[config.mk]
export PLATFORM = sky130hd
export DESIGN_NAME = pattern_stamper_flat
export DESIGN_NICKNAME = d
export VERILOG_FILES = /design/src/rtl/board_pkg.sv /design/src/rtl/pattern_stamper_if.sv /design/src/rtl/stamp_row_merge.sv /design/src/rtl/pattern_stamper.sv /design/src/flat_wrapper.sv
export SDC_FILE = /design/constraint.sdc
export NUM_CORES = 1
export LEC_CHECK = 0
export CAP_MARGIN = 5
export CORE_MARGIN = 4
export CORE_UTILIZATION = 45
export DETAILED_ROUTE_END_ITERATION = 16
export PLACE_DENSITY = 0.73
export SYNTH_ARGS = -nofsm -noshare
export SYNTH_HDL_FRONTEND = slang
export SYNTH_SLANG_ARGS = --single-unit
[constraint.sdc]
create_clock -name clk -period 7.45 [get_ports clk]
set_input_delay 0.745 -clock clk [delete_from_list [all_inputs] [get_ports clk]]
set_output_delay 0.745 -clock clk [all_outputs]
set_load 0.05 [all_outputs]
[src/rtl/board_pkg.sv]
// Shared board geometry, stamper FSM encoding and coordinate wrap/clamp helpers.
// Pure declarations: no latency or flow control of its own.
package board_pkg;
  localparam int MAX_X  = 64;
  localparam int MAX_Y  = 48;
  localparam int PAT_N  = 8;
  localparam int ROW_AW = $clog2(MAX_Y);
  localparam int COL_AW = $clog2(MAX_X);
  localparam int ROW_CW = $clog2(PAT_N);
  localparam int CUR_W  = 8;

  typedef enum logic [1:0] {
    IDLE = 2'd0,
    RD   = 2'd1,
    WR   = 2'd2,
    DONE = 2'd3
  } state_e;

  // Base is already clamped, so base + offset stays below 2*MAX and one subtract wraps it.
  function automatic logic [ROW_AW-1:0] wrap_row(input logic [ROW_AW-1:0] base,
                                                 input logic [ROW_CW-1:0] off);
    logic [ROW_AW:0] s;
    s = {1'b0, base} + (ROW_AW+1)'(off);
    if (s >= (ROW_AW+1)'(MAX_Y)) s = s - (ROW_AW+1)'(MAX_Y);
    return s[ROW_AW-1:0];
  endfunction

  function automatic logic [COL_AW-1:0] wrap_col(input logic [COL_AW-1:0] base,
                                                 input logic [ROW_CW-1:0] off);
    logic [COL_AW:0] s;
    s = {1'b0, base} + (COL_AW+1)'(off);
    if (s >= (COL_AW+1)'(MAX_X)) s = s - (COL_AW+1)'(MAX_X);
    return s[COL_AW-1:0];
  endfunction

  function automatic logic [ROW_AW-1:0] clamp_y(input logic [CUR_W-1:0] v);
    return (v >= CUR_W'(MAX_Y)) ? ROW_AW'(MAX_Y - 1) : v[ROW_AW-1:0];
  endfunction

  function automatic logic [COL_AW-1:0] clamp_x(input logic [CUR_W-1:0] v);
    return (v >= CUR_W'(MAX_X)) ? COL_AW'(MAX_X - 1) : v[COL_AW-1:0];
  endfunction
endpackage

[src/rtl/pattern_stamper_if.sv]
// Request side and board row port of the pattern stamper.
// slave = the stamper; master = keypad/board-store side.
interface pattern_stamper_if;
  import board_pkg::*;

  logic                     place_req;
  logic [PAT_N*PAT_N-1:0]   pattern_mat;
  logic [CUR_W-1:0]         cursor_x;
  logic [CUR_W-1:0]         cursor_y;
  logic [ROW_AW-1:0]        rd_addr;
  logic [MAX_X-1:0]         rd_data;
  logic                     wr_en;
  logic [ROW_AW-1:0]        wr_addr;
  logic [MAX_X-1:0]         wr_data;
  logic                     busy;
  logic                     done;

  modport master (
    output place_req, pattern_mat, cursor_x, cursor_y, rd_data,
    input  rd_addr, wr_en, wr_addr, wr_data, busy, done
  );

  modport slave (
    input  place_req, pattern_mat, cursor_x, cursor_y, rd_data,
    output rd_addr, wr_en, wr_addr, wr_data, busy, done
  );
endinterface

[src/rtl/stamp_row_merge.sv]
// Combinational: places one pattern row at column cx (wrapping) and merges it into rd_data.
// STAMP_XOR_EN selects XOR (toggle) merge; default is OR (set only). Zero latency, no flow control.
module stamp_row_merge
  import board_pkg::*;
(
  input  logic [PAT_N-1:0]  pat_row,
  input  logic [COL_AW-1:0] cx,
  input  logic [MAX_X-1:0]  rd_data,
  output logic [MAX_X-1:0]  wr_data
);
  logic [MAX_X-1:0] mask;

  always_comb begin
    mask = '0;
    for (int c = 0; c < PAT_N; c++) begin
      if (pat_row[c]) mask[wrap_col(cx, ROW_CW'(c))] = 1'b1;
    end
  end

`ifdef STAMP_XOR_EN
  assign wr_data = rd_data ^ mask;
`else
  assign wr_data = rd_data | mask;
`endif
endmodule

[src/rtl/pattern_stamper.sv]
// Stamps a latched 8x8 pattern into the board via 8 read-modify-write rows; 2 cycles/row, done at cycle 17.
// place_req is sampled only in IDLE and never queued; merge mode set by STAMP_XOR_EN.
module pattern_stamper
  import board_pkg::*;
(
  input  logic             clk,
  input  logic             rst,
  pattern_stamper_if.slave bus
);
  state_e                 state_q, state_d;
  logic [ROW_CW-1:0]      row_q, row_d;
  logic [ROW_CW-1:0]      row_nxt;
  logic [PAT_N*PAT_N-1:0] pat_q, pat_d;
  logic [COL_AW-1:0]      cx_q, cx_d;
  logic [ROW_AW-1:0]      cy_q, cy_d;
  logic [ROW_AW-1:0]      rd_addr_q, rd_addr_d;
  logic [ROW_AW-1:0]      wr_addr_q, wr_addr_d;
  logic                   wr_en_q, wr_en_d;
  logic                   busy_q, busy_d;
  logic                   done_q, done_d;
  logic [PAT_N-1:0]       pat_row;
  logic [MAX_X-1:0]       merged;

  assign row_nxt = row_q + 1'b1;
  assign pat_row = pat_q[{row_q, {ROW_CW{1'b0}}} +: PAT_N];

  stamp_row_merge u_merge (
    .pat_row (pat_row),
    .cx      (cx_q),
    .rd_data (bus.rd_data),
    .wr_data (merged)
  );

  always_comb begin
    state_d   = state_q;
    row_d     = row_q;
    pat_d     = pat_q;
    cx_d      = cx_q;
    cy_d      = cy_q;
    rd_addr_d = rd_addr_q;
    wr_addr_d = wr_addr_q;
    wr_en_d   = 1'b0;
    busy_d    = busy_q;
    done_d    = 1'b0;
    unique case (state_q)
      IDLE: begin
        busy_d = 1'b0;
        if (bus.place_req) begin
          pat_d     = bus.pattern_mat;
          cx_d      = clamp_x(bus.cursor_x);
          cy_d      = clamp_y(bus.cursor_y);
          row_d     = '0;
          rd_addr_d = wrap_row(clamp_y(bus.cursor_y), '0);
          busy_d    = 1'b1;
          state_d   = RD;
        end
      end
      RD: begin
        // rd_data for rd_addr_q arrives next cycle, together with the write strobe.
        wr_en_d   = 1'b1;
        wr_addr_d = rd_addr_q;
        state_d   = WR;
      end
      WR: begin
        if (row_q == ROW_CW'(PAT_N - 1)) begin
          done_d  = 1'b1;
          state_d = DONE;
        end else begin
          row_d     = row_nxt;
          rd_addr_d = wrap_row(cy_q, row_nxt);
          state_d   = RD;
        end
      end
      DONE: begin
        busy_d  = 1'b0;
        state_d = IDLE;
      end
      default: state_d = IDLE;
    endcase
  end

  always_ff @(posedge clk or negedge rst) begin
    if (!rst) begin
      state_q   <= IDLE;
      row_q     <= '0;
      pat_q     <= '0;
      cx_q      <= '0;
      cy_q      <= '0;
      rd_addr_q <= '0;
      wr_addr_q <= '0;
      wr_en_q   <= 1'b0;
      busy_q    <= 1'b0;
      done_q    <= 1'b0;
    end else begin
      state_q   <= state_d;
      row_q     <= row_d;
      pat_q     <= pat_d;
      cx_q      <= cx_d;
      cy_q      <= cy_d;
      rd_addr_q <= rd_addr_d;
      wr_addr_q <= wr_addr_d;
      wr_en_q   <= wr_en_d;
      busy_q    <= busy_d;
      done_q    <= done_d;
    end
  end

  assign bus.rd_addr = rd_addr_q;
  assign bus.wr_addr = wr_addr_q;
  assign bus.wr_en   = wr_en_q;
  assign bus.wr_data = wr_en_q ? merged : '0;
  assign bus.busy    = busy_q;
  assign bus.done    = done_q;
endmodule
[src/flat_wrapper.sv]
// flat-port wrapper written by rule: the top's interface ports become plain ports
module pattern_stamper_flat import board_pkg::*;
  (clk, rst, bus_place_req, bus_pattern_mat, bus_cursor_x, bus_cursor_y, bus_rd_data, bus_rd_addr, bus_wr_en, bus_wr_addr, bus_wr_data, bus_busy, bus_done);
  pattern_stamper_if bus_i ();
  input  logic clk;
  input  logic rst;
  input wire logic [$bits(bus_i.place_req)-1:0] bus_place_req;
  input wire logic [$bits(bus_i.pattern_mat)-1:0] bus_pattern_mat;
  input wire logic [$bits(bus_i.cursor_x)-1:0] bus_cursor_x;
  input wire logic [$bits(bus_i.cursor_y)-1:0] bus_cursor_y;
  input wire logic [$bits(bus_i.rd_data)-1:0] bus_rd_data;
  output wire logic [$bits(bus_i.rd_addr)-1:0] bus_rd_addr;
  output wire logic [$bits(bus_i.wr_en)-1:0] bus_wr_en;
  output wire logic [$bits(bus_i.wr_addr)-1:0] bus_wr_addr;
  output wire logic [$bits(bus_i.wr_data)-1:0] bus_wr_data;
  output wire logic [$bits(bus_i.busy)-1:0] bus_busy;
  output wire logic [$bits(bus_i.done)-1:0] bus_done;
  assign bus_i.place_req = bus_place_req;
  assign bus_i.pattern_mat = bus_pattern_mat;
  assign bus_i.cursor_x = bus_cursor_x;
  assign bus_i.cursor_y = bus_cursor_y;
  assign bus_i.rd_data = bus_rd_data;
  assign bus_rd_addr = bus_i.rd_addr;
  assign bus_wr_en = bus_i.wr_en;
  assign bus_wr_addr = bus_i.wr_addr;
  assign bus_wr_data = bus_i.wr_data;
  assign bus_busy = bus_i.busy;
  assign bus_done = bus_i.done;
  pattern_stamper u_core (.clk(clk), .rst(rst), .bus(bus_i));
endmodule
# --- Word-level counts from Yosys, hierarchy flattened ---
# Cells that the tools add are included.
# W data, S select, Z words.
classes:
  add_sub_neg: 19
  n_lt_le_gt_ge: 28
  n_eq_ne: 6
  shift: 1
  mux: 59
  bitwise: 8
  n_reduce_logical: 13
op_table:
  columns: ["operator", "count"]
  rows:
  - ["$mux W64", 9]
  - ["$or A64 B64 Y64", 8]
  - ["$mux W6", 22]
  - ["$shiftx A64 B7 Y8", 1]
  - ["$lt A6 B7 Y1 const B", 8]
  - ["$ge A7 B7 Y1 const B", 7]
  - ["$demux W1 S6", 8]
  - ["$ge A6 B1 Y1 const B", 8]
  - ["$sub A6 B1 Y6 const B", 8]
  - ["$add A6 B3 Y7 const B", 4]
  - ["$add A6 B2 Y7 const B", 2]
  - ["$mux W1", 12]
  - ["$pmux W6 S2", 1]
  - ["$sub A6 B6 Y6 const B", 2]
  - ["$ge A8 B6 Y1 const B", 1]
  - ["$ge A8 B7 Y1 const B", 1]
  - ["$logic_and A1 B1 Y1", 8]
  - ["$pmux W2 S4", 1]
  - ["$add A6 B1 Y7 const B", 1]
  - ["$add A6 B3 Y7", 1]
  - ["$ge A6 B7 Y1 const B", 1]
  - ["$ge A7 B6 Y1 const B", 1]
  - ["$ge A6 B6 Y1 const B", 1]
  - ["$mux W3", 2]
  - ["other kinds (12)", 16]
word_totals:
  regBits: 96
  input_bits: 147
  wordCells: 144

# --- Depth between registers and ports, before layout ---
logic_depth:
  depth_word: 24
  ltp_mapped: 13
  ltp_nobuf: 10

# --- Hierarchy ---
# Synthesis repeated with hierarchy kept, for this count alone.
hier_totals:
  cells_unflattened: 1381
  hier_area_um2: 10292.4
by_module_without_submodules:
  columns: ["mod", "n_inst", "cells_each", "area_each_um2"]
  rows:
  - ["stamp_row_merge", 1, 839, 5315.1]
  - ["pattern_stamper", 1, 542, 4977.3]

# --- Worst setup path before layout ---
# Ideal clock, no wire load.
synth_path:
  kind: "register -> output"
  start: "register u_core.cx_q[1]"
  end: "output port bus_wr_data[2]"
  t_arrival_ns: 3.267
  required_ns: 6.705
  slack_ns: 3.438
  path_stages_with_launch: 12
  n_path_buf: 3
  cell_sequence: "dfrtp_1 -> buf_2 -> buf_2 -> inv_1 -> buf_2 -> ha_1 -> xor2_1 -> nand2_1 -> nor3_2 -> nand2_1 -> o2111a_1 -> a31oi_1"
synth_via:
  elab_chain_len: 24
  word_cells_on_any_way: 96
  classes_between: "15 x add/sub; 24 x order compare; 41 x mux; 8 x bitwise; 8 x reduce/logical"
synth_rtl:
  columns: ["element", "line", "source"]
  rows:
  - ["start, declared", "pattern_stamper.sv:14", "logic [COL_AW-1:0] cx_q, cx_d;"]
  - ["start signal, assigned", "pattern_stamper.sv:87", "cx_q <= '0;"]
  - ["start signal, assigned", "pattern_stamper.sv:98", "cx_q <= cx_d;"]
  - ["$add A6 B1 Y7, or another cell as far along", "board_pkg.sv:31", "s = {1'b0, base} + (COL_AW+1)'(off);"]
  - ["$sub A6 B1 Y6, or another cell as far along", "board_pkg.sv:32", "if (s >= (COL_AW+1)'(MAX_X)) s = s - (COL_AW+1)'(MAX_X);"]
  - ["$mux W6, on equally long branches", "board_pkg.sv:32, stamp_row_merge.sv:16", null]
  - ["$mux W6, or another cell as far along", "stamp_row_merge.sv:16", "if (pat_row[c]) mask[wrap_col(cx, ROW_CW'(c))] = 1'b1;"]
  - ["$lt A6 B7 Y1 (not written as such), or another cell as far along", "stamp_row_merge.sv:16", null]
  - ["$logic_and A1 B1 Y1 (not written as such) / $mux W1 (equally long branches)", "stamp_row_merge.sv:16", null]
  - ["$mux W1 (not written as such) / $demux W1 S6 (equally long branches)", "stamp_row_merge.sv:16", null]
  - ["$demux W1 S6 / $mux W64 (equally long branches)", "stamp_row_merge.sv:16", null]
  - ["[... 8 more ...]", null, null]
  - ["$or A64 B64 Y64 (no source line)", null, null]
  - ["$mux W64", "stamp_row_merge.sv:16", null]
  - ["$or A64 B64 Y64 (no source line)", null, null]
  - ["$mux W64", "stamp_row_merge.sv:16", null]
  - ["$or A64 B64 Y64 (no source line)", null, null]
  - ["$mux W64 (*)", "stamp_row_merge.sv:16", null]
  - ["$or A64 B64 Y64 (*)", "stamp_row_merge.sv:23", "assign wr_data = rd_data | mask;"]
  - ["$mux W64 (*)", "pattern_stamper.sv:111", "assign bus.wr_data = wr_en_q ? merged : '0;"]
  - ["end, declared", "flat_wrapper.sv:15", "output wire logic [$bits(bus_i.wr_data)-1:0] bus_wr_data;"]
# Mark *: on every way between the ends. The rest lies on a longest branch, timed or not. The select of a mux whose other input is x is not followed.

# --- Worst setup path in the final report ---
layout_path:
  start: "register u_core.cx_q[1]"
  end: "output port bus_wr_data[27]"
# The elaborated chain is that of the path after synthesis.

==> results.sh <==
export IMPL_rr_startpoint="u_core.row_q[0]"
export IMPL_synth_edff_count=0
export IMPL_ys_types=80
export IMPL_cts_buffer_depth=2
export IMPL_grt_pass1_vias=12300
export IMPL_synthTopCellsByCount="nand2_1, dfrtp_1, o221ai_1"
export IMPL_grt_use_met3=0.137
export IMPL_maxCapViolCount=0
export IMPL_nNetsFinal=1615
export IMPL_grt_ovfl_total=0
export IMPL_synth_seq_area_share=0.253
export IMPL_path_cells="inv_1 > ha_1 > xor2_1 > nand2_1 > nor3_1 > a221oi_1 > o221ai_1 > o31a_1 > clkdlybuf4s50_1"
export IMPL_fin_crit_ps=6300
export IMPL_rsz0062_at_grt="false"
export IMPL_critPathSlowestCell="dfrtp_1"
export IMPL_synth_nets=1451
export IMPL_cp_start_kind="flop"
export IMPL_finalHoldViolations=0
export IMPL_place_area_um2=11900
export IMPL_io_buffers=225
export IMPL_antennaDiodeCount=0
export IMPL_grtUsageMet1=0.504
export IMPL_drt_iter0_markers=1917
export IMPL_core_rowCount=52
export IMPL_initial_core_util=0.463
export IMPL_max_freq_mhz=159
export IMPL_ys_top_cells_by_area="dfrtp_1, nand2_1, o221ai_1"
export IMPL_drt_pass1_iter_count=7
export IMPL_setup_viol=0
export IMPL_die_y_um=153
export IMPL_tns_ps=0
export IMPL_setup_slack_ps=1150
export IMPL_relSlewSlack=0.0891
export IMPL_arrival_ps=5560
export IMPL_yosysTopAreaCellShare=0.253
export IMPL_synth_cells=1288
export IMPL_route_detailed_drc=0
export IMPL_hold_buffers=0
export IMPL_ys_ff_latch=96
export IMPL_cts_buffers=9
export IMPL_fin_crit_sh=0.846
export IMPL_crit_family="buffers and inverters"
export IMPL_crit_path_start="u_core.cx_q[1]"
export IMPL_ant_nets=0
export IMPL_grt_first_pass_wirelength_um=77300
export IMPL_dp_hpwl_um=38300
export IMPL_vias=12700
export IMPL_grt_max_degree=80
export IMPL_die_area_um2=23500
export IMPL_ios=226
export IMPL_drv_slew=0
export IMPL_vias_per_cell=7.34
export IMPL_p_int_mw=2.41
export IMPL_p_per_area_nw_per_um2=535
export IMPL_die_width_um=153
export IMPL_antenna_found_initial=1
export IMPL_cts_setup_buffers=0
export IMPL_place_gp_congestion=1.11
export IMPL_htree_levels=3
export IMPL_synth_ff_type="dfrtp_1"
export IMPL_cts_root_buf="clkbuf_16"
export IMPL_final_core_util=0.594
export IMPL_syn_avg_cell_area_um2=7.37
export IMPL_clock_sinks=96
export IMPL_clkPwrFrac=0.071
export IMPL_synth_most_common_cell="nand2_1"
export IMPL_path_max_fanout=34
export IMPL_clock_latency_ps=340
export IMPL_synth_top_area_cell="dfrtp_1"
export IMPL_hold_ws_ps=299
export IMPL_seqPwrFrac=0.156
export IMPL_grt_total_usage=0.427
export IMPL_cts_reportedPaths_clkPinSlew_ps=70
export IMPL_use_met2=0.658
export IMPL_coreArea_um2=20500
export IMPL_wl_per_cell_um=30.7
export IMPL_stdcell_area_um2=12200
export IMPL_synth_warnings=0
export IMPL_required_ps=6700
export IMPL_synthArstFlopShare=1.00
export IMPL_crit_buf_inv=2
export IMPL_synth_area_um2=9500
export IMPL_critPathCaptureType="primary output"
export IMPL_dp_slack_ps=1810
export IMPL_routed_wl_um=53000
export IMPL_power_frac_comb=0.773
export IMPL_busiest_layer="met2"
export IMPL_drive_gt1_frac=0.0598
export IMPL_sw_frac_of_total=0.630
export IMPL_ir_worst_vdd_uv=399
export IMPL_finClkSkew_ps=7.83
export IMPL_hold_class="input port to asynchronous set/reset pin"
export IMPL_tightest_slew_ps=1360
export IMPL_p_leak_nw=4.58
export IMPL_syn_to_final_growth_pct=28.3
export IMPL_cts_tree="done"
export IMPL_max_stage_delay_ps=1030
export IMPL_critPathKind="flop to primary output"
export IMPL_outcome="finished, final reports clean"
export IMPL_power_switching_mw=4.11
export IMPL_post_cts_resized_instances=0
==> stage by stage <==
| stage | power [mW] | instances |
|---|---|---|
| final | 6.51 | 1725 |
| after global routing | 6.69 | 1725 |
| after CTS | 6.23 | 1725 |
| after detailed placement | 5.73 | 1711 |
| after global placement | 5.70 | 1711 |
| after floorplan | 4.05 | 1288 |
==> worst paths after layout <==
path | to | slack (ps) | cells past startpoint
max | bus_wr_data[27] | 1150 | 9
min reg2reg | u_core.pat_q[22] | 470 | 2
min in group clk | u_core.pat_q[22] | 470 | 2
min | u_core.bus.wr_addr[5] | 300 | 1
max reg2reg | u_core.bus.rd_addr[4] | 4060 | 10
max in group asynchronous | u_core.pat_q[31] | 5960 | 2
==> cells in the final DEF (no fill, tap or decap), drive strengths merged, types with 14 or more instances in the layout <==
cell type | Yosys | layout
nand2 | 324 | 324
clkdlybuf4s50 | 0 | 224
dfrtp | 96 | 96
o221ai | 70 | 70
nand3 | 67 | 67
o22ai | 67 | 67
o21ai | 53 | 53
nor2 | 51 | 51
nor3 | 50 | 50
a21oi | 48 | 48
o31a | 43 | 43
mux2i | 32 | 32
buf | 41 | 27
a221oi | 23 | 23
inv | 16 | 17
o41a | 16 | 16
ha | 15 | 15
a22o | 15 | 15
xnor2 | 14 | 14
nor2b | 14 | 14
==> area by class of cell <==
type / count / area (µm²)
clock buffer: 10 / 239
clock inverter: 4 / 55.1
fill: 1822 / 8310
inverter: 17 / 63.8
multi-input combinational: 1077 / 6640
sequential: 96 / 2400
tap: 270 / 338
timing repair buffer: 251 / 2440
==> power by group through the flow <==
stage	Clock [mW]	Sequential, mW	Combinational [mW]
after floorplan	0	1.01	3.04
after global placement	0	0.997	4.71
after detailed placement	0	1.02	4.72
after CTS	0.468	1.01	4.76
after global routing	0.489	1.05	5.15
final	0.463	1.02	5.03
==> worst reg2reg max path, delay by kind of cell (launching register included) <==
kind,cells,cell delay (ps)
compound gates,3,440
fa+ha+maj,4,1050
flops,1,990
mux,1,330
simple gates,2,500
==> state kept, by name, indices dropped and copies added (netlist names) <==
name	cells
u_core.cy_q	6
u_core.bus.rd_addr	6
u_core.state_q	2
u_core.bus.busy	1
u_core.cx_q	6
u_core.bus.done	1
u_core.bus.wr_addr	6
u_core.pat_q	64
u_core.bus.wr_en	1
u_core.row_q	3
==> cell families (layout without fill, tap and decap cells) <==
group                    after synthesis  in the layout  share of synthesized area
AO/OA/AOI/OAI                        424            424                      0.335
XOR/XNOR                              24             24                     0.0221
adder cells (fa/ha/maj)               16             16                     0.0219
buffers and inverters                115            282                     0.0531
flip-flops                            96             96                      0.253
multiplexers                          39             39                     0.0420
AND/OR/NAND/NOR                      574            574                      0.273
==> routing by layer <==
metal	wire (µm)	up-vias
li1	-	5230
met1	17900	5790
met2	22400	1277
met3	7440	369
met4	5230	2
met5	13	-
(Power assumes the default switching activity.)
